==> config.mk <==
export PLATFORM = sky130hd
export DESIGN_NAME = ram_64_arbiter
export DESIGN_NICKNAME = d
export VERILOG_FILES = /design/src/rtl/ram_64_arbiter.sv
export SDC_FILE = /design/constraint.sdc
export NUM_CORES = 1
export LEC_CHECK = 0
export ABC_AREA = 1
export CORE_MARGIN = 4
export CORE_UTILIZATION = 32
export CTS_CLUSTER_SIZE = 10
export DETAILED_ROUTE_END_ITERATION = 8
export GPL_ROUTABILITY_DRIVEN = 0
export PLACE_DENSITY_LB_ADDON = 0.2
export RECOVER_POWER = 50
export SLEW_MARGIN = 20
export SYNTH_ARGS = -nofsm -noshare
export SYNTH_HDL_FRONTEND = slang
export SYNTH_SLANG_ARGS = --single-unit
==> constraint.sdc <==
create_clock -name clock -period 1.2 [get_ports clock]
set_input_delay 0.24 -clock clock [delete_from_list [all_inputs] [get_ports clock]]
set_output_delay 0.24 -clock clock [all_outputs]
set_load 0.1 [all_outputs]
==> src/rtl/ram_64_arbiter.sv <==
// Round-robin arbiter sharing one 64x16 RAM between two clients; registered read return.
// Define ARB_CLEAR_ON_RESET_EN to zero-fill the whole RAM after reset before serving.
//
// state    | meaning
// ST_CLEAR | post-reset fill, one zero write per cycle, requests ignored
// ST_SERVE | normal round-robin service of req0/req1
module ram_64_arbiter #(
  parameter int DATA_WIDTH = 16,
  parameter int ADDR_WIDTH = 6
) (
  input  logic                  clock,
  input  logic                  reset,
  input  logic                  req0_valid,
  input  logic                  req0_write,
  input  logic [ADDR_WIDTH-1:0] req0_addr,
  input  logic [DATA_WIDTH-1:0] req0_wdata,
  output logic                  req0_ready,
  output logic                  req0_rvalid,
  output logic [DATA_WIDTH-1:0] req0_rdata,
  input  logic                  req1_valid,
  input  logic                  req1_write,
  input  logic [ADDR_WIDTH-1:0] req1_addr,
  input  logic [DATA_WIDTH-1:0] req1_wdata,
  output logic                  req1_ready,
  output logic                  req1_rvalid,
  output logic [DATA_WIDTH-1:0] req1_rdata,
  output logic [DATA_WIDTH-1:0] ram_in,
  output logic [ADDR_WIDTH-1:0] ram_address,
  output logic                  ram_load,
  input  logic [DATA_WIDTH-1:0] ram_out
);

  logic                  r_last_grant;
  logic                  r_rvalid0;
  logic                  r_rvalid1;
  logic [DATA_WIDTH-1:0] r_rdata0;
  logic [DATA_WIDTH-1:0] r_rdata1;

  logic                  w_clear;
  logic                  w_serve;
  logic [ADDR_WIDTH-1:0] w_clr_addr;
  logic                  w_grant0;
  logic                  w_grant1;

`ifdef ARB_CLEAR_ON_RESET_EN
  typedef enum logic {ST_CLEAR, ST_SERVE} state_t;

  state_t                r_state;
  state_t                w_state_nxt;
  logic [ADDR_WIDTH-1:0] r_clr_cnt;
  logic [ADDR_WIDTH-1:0] w_clr_cnt_nxt;

  always_ff @(posedge clock or posedge reset) begin
    if (reset) begin
      r_state   <= ST_CLEAR;
      r_clr_cnt <= '0;
    end else begin
      r_state   <= w_state_nxt;
      r_clr_cnt <= w_clr_cnt_nxt;
    end
  end

  // Single pass only: leaving CLEAR after address all-ones stops the counter.
  always_comb begin
    w_state_nxt   = r_state;
    w_clr_cnt_nxt = r_clr_cnt;
    case (r_state)
      ST_CLEAR: begin
        w_clr_cnt_nxt = r_clr_cnt + 1'b1;
        if (r_clr_cnt == '1) w_state_nxt = ST_SERVE;
      end
      default: w_state_nxt = ST_SERVE;
    endcase
  end

  assign w_clear    = (r_state == ST_CLEAR) && !reset;
  assign w_serve    = (r_state == ST_SERVE) && !reset;
  assign w_clr_addr = r_clr_cnt;
`else
  assign w_clear    = 1'b0;
  assign w_serve    = !reset;
  assign w_clr_addr = '0;
`endif

  // On contention the client that did not win last time gets the slot.
  assign w_grant0 = w_serve && req0_valid && (!req1_valid || r_last_grant);
  assign w_grant1 = w_serve && req1_valid && (!req0_valid || !r_last_grant);

  assign req0_ready  = w_grant0;
  assign req1_ready  = w_grant1;
  assign req0_rvalid = r_rvalid0;
  assign req1_rvalid = r_rvalid1;
  assign req0_rdata  = r_rdata0;
  assign req1_rdata  = r_rdata1;

  always_comb begin
    ram_address = '0;
    ram_in      = '0;
    ram_load    = 1'b0;
    if (w_clear) begin
      ram_address = w_clr_addr;
      ram_load    = 1'b1;
    end else if (w_grant0) begin
      ram_address = req0_addr;
      ram_in      = req0_write ? req0_wdata : '0;
      ram_load    = req0_write;
    end else if (w_grant1) begin
      ram_address = req1_addr;
      ram_in      = req1_write ? req1_wdata : '0;
      ram_load    = req1_write;
    end
  end

  always_ff @(posedge clock or posedge reset) begin
    if (reset) begin
      r_last_grant <= 1'b1;
      r_rvalid0    <= 1'b0;
      r_rvalid1    <= 1'b0;
      r_rdata0     <= '0;
      r_rdata1     <= '0;
    end else begin
      if (w_grant0)      r_last_grant <= 1'b0;
      else if (w_grant1) r_last_grant <= 1'b1;
      r_rvalid0 <= w_grant0 && !req0_write;
      r_rvalid1 <= w_grant1 && !req1_write;
      if (w_grant0 && !req0_write) r_rdata0 <= ram_out;
      if (w_grant1 && !req1_write) r_rdata1 <= ram_out;
    end
  end

endmodule
==> implementation parameters <==
Parameter                              Value

Status
  Violated checks    negative setup slack
  Outcome    finished with violations

Finish
  Count of placed standard cells in the final layout, fillers left out    470
  Synthesis-to-finish area growth    161.1%
  Number of nets at the end of the flow    between 400 and 500
  Final core utilization    between 80 and 90%
  Number of filler cells placed in the layout    between 200 and 250
  Layout cell share with drive strength beyond 1    45.20%
  Final design instance area without fill    between 4000 and 5000 sq um

Clock tree
  CTS Hold Buffers Added    0
  Source-to-sink clock delay at the later pin of the worst-skew pair    between 0.2 and 0.3 ns
  Clk buf depth    2
  TritonCTS clock tree    done
  Total clock sinks    35
  Clock-pin slew on the worst setup and hold paths    0.07 ns
  Clock buffers created by TritonCTS    5
  Clk root buf    sky130_fd_sc_hd__clkbuf_8
  H-tree levels    2

Pwr
  Share of total power in the clock network    11.9%
  Leakage component of the power    ~2.2 nW
  Comb pwr share    between 60% and 70%
  Maximum vdd drop    roughly 1.0 mV
  Sequential Power Share    around 25%
  Pwr per Cell Area    1414 nW/um^2
  Net switching power figure    ~3.4 mW
  Power Internal    roughly 3.4 mW
  Switching Share    about 50%

Worst setup path
  Register-to-register setup slack    -0.39 ns
  Type of the worst setup path    flop to output port
  Kind of end point of the critical path    output port
  Max FO, Critical Path    8
  Crit Reg-Reg Endpoint    req0_rdata[4]$_DFFE_PP0P_
  Signal arrival time at the worst endpoint    1.62 ns
  Data required time of the critical path    0.96 ns
  Number of cells on the worst reg-to-reg path    10
  Source of the worst register-to-register timing path    r_last_grant$_DFFE_PP1P_
  Critical path startpoint category    flop

Floorplanning
  Die outline area    roughly 7000 sq um
  Area inside the core boundary    around 5600 sq um
  Number of core rows    27
  Die extent in y    about 84 um
  Starting utilization of the core area    roughly 33%
  Top-level port count    roughly 130
  Die outline width    approximately 84 um

Logic synthesis
  Yosys cell types    12
  Instance count of the mapped netlist    approximately 240
  Portion of synthesized cell area occupied by the leading cell type    45.98%
  Prevailing post-synth register cell    sky130_fd_sc_hd__dfrtp_1
  Leading area contributor after synthesis    sky130_fd_sc_hd__dfrtp_1
  Number of warning messages in the yosys log    0
  Flip-flop and latch count after synthesis    35
  Most frequent cell after synthesis    sky130_fd_sc_hd__nand2_1
  Combined area of all synthesized cells    around 1900 sq um
  Async SR Flop Fraction    100.0%
  Share of the yosys chip area belonging to registers    47.40%
  Leading post-synthesis cells by cell area    sky130_fd_sc_hd__dfrtp_1 46%, sky130_fd_sc_hd__nand4_1 22%, sky130_fd_sc_hd__nand2_1 21%, sky130_fd_sc_hd__buf_2 4.1%, sky130_fd_sc_hd__dfstp_2 1.4%
  Syn_area_per_cell    just under 8 sq um
  Number of synthesized flops with an enable pin    0
  Net count of the mapped netlist    between 300 and 400
  Synth top cells by count    105 x sky130_fd_sc_hd__nand2_1, 64 x sky130_fd_sc_hd__nand4_1, 34 x sky130_fd_sc_hd__dfrtp_1, 15 x sky130_fd_sc_hd__buf_2, 6 x sky130_fd_sc_hd__inv_1

Hold path
  Path class of the lowest-slack min-delay path    primary input to async pin

Timing
  Time the worst path needs with I/O delays and setup    around 1.9 ns
  Ratio of final minimum period to clock period    155.0%
  Worst relative slew slack    around 50%
  Setup repair after global routing missed its margin    true
  Final setup margin    -0.6596 ns
  Final Hold Viols    0
  Fin Hold WS    around 0.26 ns
  Worst setup skew after layout    ~0.0056 ns
  Count of pins over their slew limit    0
  Fmax    537.8 MHz
  Final number of setup-violating endpoints    between 50 and 60
  Measured slew at the worst slew-check pin    between 0.7 and 0.8 ns

Global route
  Via count of the first global-routing pass    around 2700
  Combined global-route utilization of all metal layers    roughly a quarter
  Met2 Use GR    45.48%
  Overflow left after global routing    0
  Wire length of the first global-routing pass    about 14000 um
  Met3 track utilization from global routing    under 10%
  Initial antenna violation count    2
  Largest net degree at the start of global routing    35
  Met1 track utilization from global routing    roughly 24%
  Most Crowded Layer GR    met2

Placement
  HPWL Detailed    6152 um
  Cells after DPL    approximately 450
  Area post-placement    between 4000 and 5000 sq um
  Total of buffers placed on input and output ports    around 120

Route
  DRC marker count from the first detailed-route iteration    around 130
  DRC errors left    0
  Number of vias per cell after detailed routing    around 5.4
  Detailed-routing iteration count for the pre-antenna-repair pass    5
  Total wire length after detailed routing    between 9000 and 10000 um
  Vias    approximately 2500
  Average routed wire per standard cell    roughly 20 um
  Post-route ant nets    0

Flow run
  Maxcap violations    0
-- area by class of cell --
class	instances	area, sq um	share of cell area [%]
tap	72	90.09	1.865
antenna	2	5.005	0.1036
multi-input combinational	174	1285	26.60
inverter	10	68.82	1.425
timing repair buffer	169	2421	50.12
clock buffer	5	68.82	1.425
clock inverter	3	15.01	0.3108
sequential	35	877.1	18.16
-- what timing repair did --
action	in CTS	in global routing
gates resized for setup	33	4
buffers inserted	7	2
endpoints found under the setup margin	59	59
cloned	3	1
pin swaps	31	13
-- placed cells by master, fill, tap and decap left out --
cell type / n
sky130_fd_sc_hd__buf_12: 70
sky130_fd_sc_hd__nand4_1: 64
sky130_fd_sc_hd__clkdlybuf4s50_1: 62
sky130_fd_sc_hd__nand2_1: 51
sky130_fd_sc_hd__dfrtp_1: 34
sky130_fd_sc_hd__nand2_2: 22
sky130_fd_sc_hd__buf_4: 19
sky130_fd_sc_hd__nand2_8: 16
sky130_fd_sc_hd__nand2_4: 16
sky130_fd_sc_hd__buf_6: 10
sky130_fd_sc_hd__inv_2: 6
sky130_fd_sc_hd__clkbuf_8: 5
sky130_fd_sc_hd__clkinv_2: 3
sky130_fd_sc_hd__dlygate4sd2_1: 3
sky130_fd_sc_hd__diode_2: 2
sky130_fd_sc_hd__nor2_4: 2
sky130_fd_sc_hd__inv_1: 2
sky130_fd_sc_hd__buf_16: 2
sky130_fd_sc_hd__nand3_4: 1
sky130_fd_sc_hd__nand3_2: 1
sky130_fd_sc_hd__inv_6: 1
sky130_fd_sc_hd__clkinv_16: 1
sky130_fd_sc_hd__o21ai_0: 1
sky130_fd_sc_hd__bufbuf_16: 1
sky130_fd_sc_hd__clkbuf_16: 1
sky130_fd_sc_hd__buf_2: 1
sky130_fd_sc_hd__dfstp_2: 1
-- power by group through the flow --
stage	Combinational, mW	Clock [mW]	Sequential [mW]
floorplan	0.885	0	3.14
CTS	4.27	0.821	1.68
global placement	4.09	0	1.67
global route	4.46	0.869	1.70
finish	4.35	0.811	1.68
detailed placement	4.15	0	1.68
-- flip-flops by register name, indices dropped and copies added (netlist names) --
name	cells
req1_rvalid	1
r_last_grant	1
req0_rvalid	1
req0_rdata	16
req1_rdata	16
-- metrics by stage --
stage / power [mW] / setup TNS [ns] / setup WS, ns
CTS: 6.763 / -19.98 / -0.5999
finish: 6.833 / -23.35 / -0.6596
floorplan: 4.020 / -5.826 / -0.2508
global route: 7.024 / -26.15 / -0.7053
global placement: 5.759 / -31.21 / -0.5957
detailed placement: 5.828 / -32.58 / -0.6644
-- how the worst max path moves through the flow --
stage / from / endpoint / slack [ns]
3_5_place_dp: reset / req0_rdata[4]$_DFFE_PP0P_ / -0.66
6_report: r_last_grant$_DFFE_PP1P_ / ram_address[0] / -0.66
5_1_grt: r_last_grant$_DFFE_PP1P_ / ram_in[5] / -0.71
4_1_cts: r_last_grant$_DFFE_PP1P_ / ram_address[5] / -0.60
3_3_place_gp: reset / req0_rdata[5]$_DFFE_PP0P_ / -0.60
2_1_floorplan: r_last_grant$_DFFE_PP1P_ / ram_in[0] / -0.25
-- metal layers --
metal / share of wire, % / vias up / wire (um)
met5: 0 / - / 0
met4: 3.4 / 0 / 318
li1: - / 1148 / -
met1: 33 / 1211 / 3063
met2: 54 / 135 / 4978
met3: 9.5 / 30 / 873
-- kinds of logic (layout without fill, tap and decap cells) --
family / after synthesis / in the layout / synth area share [%]
buf+inv: 30 / 187 / 7.099
simple gates: 173 / 173 / 45.23
compound gates: 1 / 1 / 0.2702
other cells: 0 / 2 / 0
flops: 35 / 35 / 47.40
-- worst max-delay path, cell delays in order, from the launching register on --
cell                        delay, ns
sky130_fd_sc_hd__dfstp_2         0.55
sky130_fd_sc_hd__inv_2           0.07
sky130_fd_sc_hd__nand2_8         0.11
sky130_fd_sc_hd__buf_12          0.12
sky130_fd_sc_hd__nand2_8         0.07
sky130_fd_sc_hd__clkinv_16       0.11
sky130_fd_sc_hd__nand2_8         0.07
sky130_fd_sc_hd__nand2_8         0.07
sky130_fd_sc_hd__buf_12          0.16
Note: power is estimated with default switching activity, not from simulation.
